`config.mk`:
```
export PLATFORM = sky130hd
export DESIGN_NAME = timer_dev_flat
export DESIGN_NICKNAME = d
export VERILOG_FILES = /design/src/rtl/timer_pkg.sv /design/src/rtl/timer_dev_if.sv /design/src/rtl/timer_dev.sv /design/src/flat_wrapper.sv
export SDC_FILE = /design/constraint.sdc
export NUM_CORES = 1
export LEC_CHECK = 0
export CORE_AREA = 2 2 109 111
export CTS_CLUSTER_SIZE = 8
export DETAILED_ROUTE_END_ITERATION = 10
export DIE_AREA = 0 0 111 113
export GPL_ROUTABILITY_DRIVEN = 0
export PLACE_DENSITY_LB_ADDON = 0.2
export SYNTH_ARGS = -nofsm -noshare
export SYNTH_HDL_FRONTEND = slang
export SYNTH_SLANG_ARGS = --single-unit
```
`constraint.sdc`:
```
create_clock -name clk -period 3.26 [get_ports clk]
set_input_delay 0.815 -clock clk [delete_from_list [all_inputs] [get_ports clk]]
set_output_delay 0.815 -clock clk [all_outputs]
set_load 0.01 [all_outputs]
```
`src/rtl/timer_pkg.sv`:
```
// Shared constants and types for the memory-mapped down-counting timer.
package timer_pkg;

  localparam logic [1:0] A_CTRL   = 2'd0;
  localparam logic [1:0] A_PRESET = 2'd1;
  localparam logic [1:0] A_COUNT  = 2'd2;

  localparam int CTRL_EN   = 0;
  localparam int CTRL_MODE = 1;
  localparam int CTRL_IM   = 3;

  localparam logic [1:0] MODE_ONESHOT    = 2'b00;
  localparam logic [1:0] MODE_AUTORELOAD = 2'b01;

  typedef enum logic [1:0] {
    ST_IDLE = 2'd0,
    ST_LOAD = 2'd1,
    ST_CNT  = 2'd2,
    ST_INT  = 2'd3
  } state_e;

  // Field order mirrors the CTRL bit positions so the struct maps onto wdata[3:0].
  typedef struct packed {
    logic       im;
    logic [1:0] mode;
    logic       en;
  } ctrl_t;

endpackage

```
`src/rtl/timer_dev_if.sv`:
```
// Register bus between the system bridge and the timer.
interface timer_dev_if #(parameter int DW = 32);
  logic [1:0]    addr;
  logic          we;
  logic [DW-1:0] wdata;
  logic [DW-1:0] rdata;
  logic          irq;

  modport master (output addr, we, wdata, input rdata, irq);
  modport slave  (input addr, we, wdata, output rdata, irq);
endinterface

```
`src/rtl/timer_dev.sv`:
```
// 32-bit down-counting timer: one-shot with held irq, or auto-reload with a
// one-cycle irq pulse per period.
module timer_dev
  import timer_pkg::*;
#(
  parameter int DW = 32
) (
  input  logic       clk,
  input  logic       rst_n,
  timer_dev_if.slave bus
);

  ctrl_t         ctrl;
  logic [DW-1:0] preset;
  logic [DW-1:0] count;
  logic          pending;
  state_e        state, state_nxt;

  logic wr_ctrl, wr_preset, auto_mode, cnt_done;
  logic load_cnt, dec_cnt, zero_cnt, set_pend, clr_pend, clr_en;

  assign wr_ctrl   = bus.we && (bus.addr == A_CTRL);
  assign wr_preset = bus.we && (bus.addr == A_PRESET);
  // Reserved modes (1x) fall back to one-shot.
  assign auto_mode = (ctrl.mode == MODE_AUTORELOAD);
  assign cnt_done  = (count <= DW'(1));

  always_ff @(posedge clk) begin
    if (!rst_n) state <= ST_IDLE;
    else        state <= state_nxt;
  end

  always_comb begin
    state_nxt = state;
    unique case (state)
      ST_IDLE: if (ctrl.en) state_nxt = ST_LOAD;
      ST_LOAD: state_nxt = ST_CNT;
      ST_CNT: begin
        if (!ctrl.en)     state_nxt = ST_IDLE;
        else if (cnt_done) state_nxt = ST_INT;
      end
      ST_INT:  state_nxt = auto_mode ? ST_LOAD : ST_IDLE;
      default: state_nxt = ST_IDLE;
    endcase
  end

  always_comb begin
    load_cnt = (state == ST_LOAD);
    dec_cnt  = (state == ST_CNT) && ctrl.en && !cnt_done;
    zero_cnt = (state == ST_CNT) && ctrl.en && cnt_done;
    set_pend = zero_cnt;
    clr_pend = (state == ST_INT) && auto_mode;
    clr_en   = (state == ST_INT) && !auto_mode;
  end

  always_ff @(posedge clk) begin
    if (!rst_n) begin
      ctrl    <= '0;
      preset  <= '0;
      count   <= '0;
      pending <= 1'b0;
    end else begin
      // A bus write to CTRL overrides the FSM's own EN clear.
      if (wr_ctrl)     ctrl <= ctrl_t'(bus.wdata[3:0]);
      else if (clr_en) ctrl.en <= 1'b0;

      if (wr_preset) preset <= bus.wdata;

      if (load_cnt)      count <= preset;
      else if (dec_cnt)  count <= count - DW'(1);
      else if (zero_cnt) count <= '0;

      // A new expiry wins over a coincident CTRL write, so setting IM in the
      // expiry cycle still raises irq.
      if (set_pend)                 pending <= 1'b1;
      else if (wr_ctrl || clr_pend) pending <= 1'b0;
    end
  end

  assign bus.irq = pending & ctrl.im;

  always_comb begin
    bus.rdata = '0;
    unique case (bus.addr)
      A_CTRL:   bus.rdata = {{(DW-4){1'b0}}, ctrl};
      A_PRESET: bus.rdata = preset;
      A_COUNT:  bus.rdata = count;
      default:  bus.rdata = '0;
    endcase
  end

endmodule

```
`src/flat_wrapper.sv`:
```
// flat-port wrapper written by rule: the top's interface ports become plain ports
module timer_dev_flat import timer_pkg::*;
#(
  parameter int DW = 32
)
  (clk, rst_n, bus_addr, bus_we, bus_wdata, bus_rdata, bus_irq);
  timer_dev_if #(.DW(DW)) bus_i ();
  input  logic clk;
  input  logic rst_n;
  input wire logic [$bits(bus_i.addr)-1:0] bus_addr;
  input wire logic [$bits(bus_i.we)-1:0] bus_we;
  input wire logic [$bits(bus_i.wdata)-1:0] bus_wdata;
  output wire logic [$bits(bus_i.rdata)-1:0] bus_rdata;
  output wire logic [$bits(bus_i.irq)-1:0] bus_irq;
  assign bus_i.addr = bus_addr;
  assign bus_i.we = bus_we;
  assign bus_i.wdata = bus_wdata;
  assign bus_rdata = bus_i.rdata;
  assign bus_irq = bus_i.irq;
  timer_dev #(.DW(DW)) u_core (.clk(clk), .rst_n(rst_n), .bus(bus_i));
endmodule
```
Yosys cells after proc, flatten, opt, wreduce, memory -nomap -nowiden
Index checks and enable logic that the tools add are counted.
{"block": "totals", "ff_bits": 71, "in_bits": 37, "out_inout_bits": 33, "elab_cells": 47}
{"block": "classes", "addsub": 1, "n_lt_le_gt_ge": 1, "n_eq_ne": 8, "n_mux": 13, "n_bitwise": 1, "n_reduce_logical": 16}
{"operator": "32-bit 2-to-1 mux", "count": 3}
{"operator": "32-bit one-hot mux with 3 select lines", "count": 1}
{"operator": "32-bit by 1-bit <= comparator with 1-bit output (second input constant)", "count": 1}
{"operator": "32-bit by 1-bit subtractor with 32-bit output (second input constant)", "count": 1}
{"operator": "2-bit one-hot mux with 4 select lines", "count": 1}
{"operator": "1-bit logical AND", "count": 7}
{"operator": "2-bit by 1-bit == test with 1-bit output (second input constant)", "count": 3}
{"operator": "2-bit == test (second input constant)", "count": 3}
{"operator": "2-bit 2-to-1 mux", "count": 3}
{"operator": "1-bit 2-to-1 mux", "count": 5}
{"operator": "2-bit zero test", "count": 2}
{"operator": "2-bit nonzero test", "count": 2}
{"operator": "3-bit inequality test (second input constant)", "count": 1}
{"operator": "3-bit nonzero test", "count": 1}
{"operator": "1-bit zero test", "count": 2}
{"operator": "2-bit by 1-bit inequality test with 1-bit output (second input constant)", "count": 1}
{"operator": "2-bit AND reduction", "count": 1}
{"operator": "1-bit AND", "count": 1}
{"operator": "1-bit logical OR", "count": 1}

Depth between registers and ports, before layout
{"block": "depth", "word_depth": 6, "ltp_mapped": 9, "depth_no_buf": 7}

Least setup slack after synthesis
OpenSTA, ideal clock, no wires.
{"block": "synth_timing", "path_type": "input to output", "start": "input bus_addr[1]", "end": "output bus_rdata[10]", "arrival_time_ns": 2.018, "required_time_ns": 2.445, "path_slack_ns": 0.427, "cell_stages": 5, "n_path_buf": 3, "path_cell_list": "clkbuf_1 > nor2b_1 > clkbuf_1 > clkbuf_1 > a22o_1"}
{"block": "synth_via", "elab_chain_len": 2, "word_cells_on_any_way": 4}
{"item": "start: declaration", "line": "flat_wrapper.sv:10", "source": "input wire logic [$bits(bus_i.addr)-1:0] bus_addr;"}
{"item": "2-bit == test, or another cell as far along", "line": "timer_dev.sv:84", "source": "unique case (bus.addr)"}
{"item": "32-bit one-hot mux with 3 select lines *", "line": "timer_dev.sv:84"}
{"item": "end: declaration", "line": "flat_wrapper.sv:13", "source": "output wire logic [$bits(bus_i.rdata)-1:0] bus_rdata;"}
Mark *: on every way between the ends. The rest lies on a longest branch, timed or not.

Worst setup path in the final report
{"block": "layout_timing", "start": "input bus_addr[0]", "end": "output bus_rdata[0]"}
Same word-level chain as after synthesis.

==> reports/results.txt <==
The flow ran to the end, and the final reports show no timing, DRC or antenna violations. The clock arrives with 0.00467 ns of skew. Wires add up to 11.9 mm. TritonCTS built the clock tree. CTS saw 71 sinks. Type of the setup path with the least slack: primary input to output pin. At the pin with the least slew margin, the transition time is 0.805 ns. Setup repair after global routing left no endpoint under its margin. The run gives 0 as the aggregate global routing overflow. The worst setup path is captured at an output pin. Once the clock tree was built, the resizer swapped 4 gates to a different size. Entering global routing, the biggest net connects 41 pins. Counting the fill cells in the layout gives 1,101. For this configuration, the core starts out at a cell density of 34.5%.

Total power for the finished layout comes to 2.18 mW. The number of nets in the synthesized netlist is 550. The number of cells after detailed placement was 700; the required time of the critical path was 2.44 ns. On the final layout, the worst hold slack is 0.472 ns. The run gives 0 as the number of failing hold endpoints at the final stage. The run gives 19.3% as the all-layer global routing usage. Summing every instance area after synthesis gives 3890 um2.

After synthesis, the mean cell area works out to 7.61 um2. Setup violations remaining at the end of the flow were counted as 0. The number of clock buffers added by TritonCTS is 9. The largest vdd supply drop came out at 0.238 mV.

Most common cell after layout, fill and taps aside: sky130_fd_sc_hd__nand2_1. Dividing the detail-routed wire length by the instance count gives 16.7 um. Sequential cells account for 41.3% of the total power. Type of the most critical hold path: flop to flop.

The internal power of the cells totals 1.69 mW. The highest metal layer carrying signal wires in the routed design is met4. The number of different library cells used by synthesis comes to 50. The tools report the placement-stage cell area as 4790 um2. The finished cells cover 5200 um2. For the insertion delay to the later sink of the worst-skew pair, the log shows 0.33 ns. The wire-length estimate of the detail-placed layout is 8.10 mm. In the layout the commonest cells are 101 x sky130_fd_sc_hd__nand2_1, 71 x sky130_fd_sc_hd__dfxtp_1, 54 x sky130_fd_sc_hd__a21oi_1, 36 x sky130_fd_sc_hd__clkdlybuf4s50_1, 35 x sky130_fd_sc_hd__nand3_1. Clock-pin slew was measured on the worst setup and hold paths at 0.05 ns. The H-tree was split into 3 levels.

The die covers 12,500 um2. For the number of setup buffers added after CTS, the log shows 0. During synthesis, Yosys emitted a total of 0 warnings. The clock share of power is 49.3%, and the combinational cell fraction of total power is 9.4%. The logs give 3,890 for the number of global-route vias before repair and 19.8 mm for the wire length of the first global-routing pass. For the worst endpoint data arrival time, the log shows 2.15 ns.

The fraction of registers with async set/reset works out to 0%. The count of buffers added on input and output ports is 69. After the last flow step, the layout net total stands at 607. The width of the chip works out to 111 um. The relative max-transition margin came out at 46.2%.

The detail route stage leaves a number of antenna-violating nets equal to 0. The number of diodes was 0; the detailed-route via count was 4,085. Among all flip-flop cells after synthesis, the most frequent one is sky130_fd_sc_hd__dfxtp_1. In this run the static leakage power is 2.40 nW. For this design the top-level I/O count stands at 70.

After the flow finishes, the layout carries non-filler instances totaling 716. Dividing total power by cell area gives a power density of 420 nW/um2. In the final routing, the length of wire on met1 measures 5.54 mm. The register bit count reported by yosys was 71; the vertical die dimension was 113 um. The floorplan has 39 rows. The first TritonRoute pass finished after 4 iterations. Of all nets on the critical path, the largest fanout is 23.

For this run, design rule violations remaining after detail routing come to 0. The number of enable-type register cells in the synthesized netlist is 0. Setup total negative slack on the finished layout was measured at 0 ns.

For the core area, the log shows 11,300 um2. Register area: 1420 um2. Dividing the detail-routed via count by the number of cells gives 5.71. Summed over all nets, wire length on met3 after detailed routing comes to 610 um. Summing all multi-input logic gate instances after layout gives 2270 um2.

Across the run, the number of max-cap violations was 0. At the placement stage, the worst setup path has a slack of -0.0500 ns. The clock passes through at most 2 buffers. The switching share of power was 22.5%; the post-route core utilization was 46.1%.

The area growth from synthesis to layout is 33.6%. The final critical path takes up 90.9% of the cycle. The tools report the number of standard cells after synthesis as 511.

Summed over all nets, the switching power comes to 0.492 mW. Based on the critical path, the design can be clocked at up to 337 MHz. In this run the clock root is driven by a sky130_fd_sc_hd__clkbuf_16. The tools report the type of origin of the critical path as a primary input. Subtracting the final worst setup slack from the clock period gives 2.96 ns. The post-route netlist has 8.03% of its cells at a drive strength greater than 1. Summed over all nets, wire length on met2 after detailed routing comes to 5.59 mm. The initial antenna violation count was 0; the sequential cell area fraction in the yosys report was 36.5%.

The max-slew violation count was 0; the number of DRC violations after detailed-routing iteration 0 was 252. After clock tree synthesis, the flow added hold-fix buffers numbering 0. After layout, the worst setup slack is 0.297 ns.
## flip-flops by register name (all words and copies together), names as in the netlist
signal and cells:
u_core.pending 1, u_core.ctrl 4, u_core.count 32, u_core.state 2
u_core.preset 32
## final timing paths
kind / from / slack (ns) / end / depth (start not counted)
worst max register to register: u_core.count[4]$_SDFFE_PN0P_ / 0.63 / u_core.count[27]$_SDFFE_PN0P_ / 6
worst max-delay path: bus_addr[0] / 0.30 / bus_rdata[0] / 6
worst min register to register: u_core.preset[17]$_SDFFE_PN0P_ / 0.47 / u_core.preset[17]$_SDFFE_PN0P_ / 2
worst min-delay path: u_core.preset[17]$_SDFFE_PN0P_ / 0.47 / u_core.preset[17]$_SDFFE_PN0P_ / 2
## critical path, cell delays in order
cell and delay, ns:
sky130_fd_sc_hd__clkdlybuf4s50_1 0.50, sky130_fd_sc_hd__nor2b_4 0.19, sky130_fd_sc_hd__buf_12 0.17, sky130_fd_sc_hd__nand2_1 0.06, sky130_fd_sc_hd__o21ai_0 0.09, sky130_fd_sc_hd__dlygate4sd2_1 0.30
## power groups by stage
stage | sequential, mW | combinational [mW] | clock [mW]
final | 0.901 | 0.206 | 1.08
after global routing | 0.903 | 0.227 | 1.13
after CTS | 0.900 | 0.210 | 1.10
after detailed placement | 0.919 | 0.208 | 0
after global placement | 0.919 | 0.206 | 0
after floorplan | 0.914 | 0.110 | 0
## layer usage
| metal | vias to the layer above | GRT usage, % |
|---|---|---|
| met5 | - | 0 |
| met4 | 0 | 6.42 |
| met3 | 15 | 3.05 |
| met2 | 121 | 31.6 |
| met1 | 1950 | 26.3 |
| li1 | 1999 | - |
## cells by family after synthesis
group                    count (synthesis)  share of synthesized area [%]
AO/OA/AOI/OAI                          153                           27.1
XOR/XNOR                                11                           2.48
adder cells (fa/ha/maj)                  2                          0.643
buffers and inverters                   51                           5.44
flip-flops                              71                           36.5
multiplexers                             5                           1.29
AND/OR/NAND/NOR                        218                           26.5
## final cells by class
type	instances	area share (%)
Clock buffer	13	5.01
Clock inverter	3	1.25
Inverter	4	0.289
Multi-Input combinational cell	389	43.8
Sequential cell	71	27.3
Tap cell	143	3.44
Timing Repair Buffer	93	18.9
## Yosys cell counts (3+ instances only)
| cell | instances | area, um2 |
|---|---|---|
| sky130_fd_sc_hd__nand2_1 | 101 | 379 |
| sky130_fd_sc_hd__dfxtp_1 | 71 | 1420 |
| sky130_fd_sc_hd__a21oi_1 | 54 | 270 |
| sky130_fd_sc_hd__clkbuf_1 | 39 | 146 |
| sky130_fd_sc_hd__nand3_1 | 35 | 175 |
| sky130_fd_sc_hd__a22o_1 | 30 | 263 |
| sky130_fd_sc_hd__a31oi_1 | 19 | 119 |
| sky130_fd_sc_hd__nor2_1 | 19 | 71.3 |
| sky130_fd_sc_hd__nor3_1 | 14 | 70.1 |
| sky130_fd_sc_hd__nor4_1 | 13 | 81.3 |
| sky130_fd_sc_hd__a22oi_1 | 8 | 60.1 |
| sky130_fd_sc_hd__xnor2_1 | 7 | 61.3 |
| sky130_fd_sc_hd__nand4_1 | 6 | 37.5 |
| sky130_fd_sc_hd__o21ai_0 | 6 | 30.0 |
| sky130_fd_sc_hd__or4_1 | 6 | 45.0 |
| sky130_fd_sc_hd__mux2i_1 | 5 | 50.1 |
| sky130_fd_sc_hd__o211ai_1 | 5 | 37.5 |
| sky130_fd_sc_hd__a211oi_1 | 4 | 30.0 |
| sky130_fd_sc_hd__inv_1 | 4 | 15.0 |
| sky130_fd_sc_hd__nor2b_1 | 4 | 25.0 |
| sky130_fd_sc_hd__o32ai_1 | 4 | 35.0 |
| sky130_fd_sc_hd__xor2_1 | 4 | 35.0 |
| sky130_fd_sc_hd__and2_1 | 3 | 18.8 |
| sky130_fd_sc_hd__and3_1 | 3 | 18.8 |
| sky130_fd_sc_hd__buf_2 | 3 | 15.0 |
| sky130_fd_sc_hd__o31a_1 | 3 | 26.3 |
| sky130_fd_sc_hd__or3_1 | 3 | 18.8 |
No activity file was read; power rests on OpenSTA's default activity.
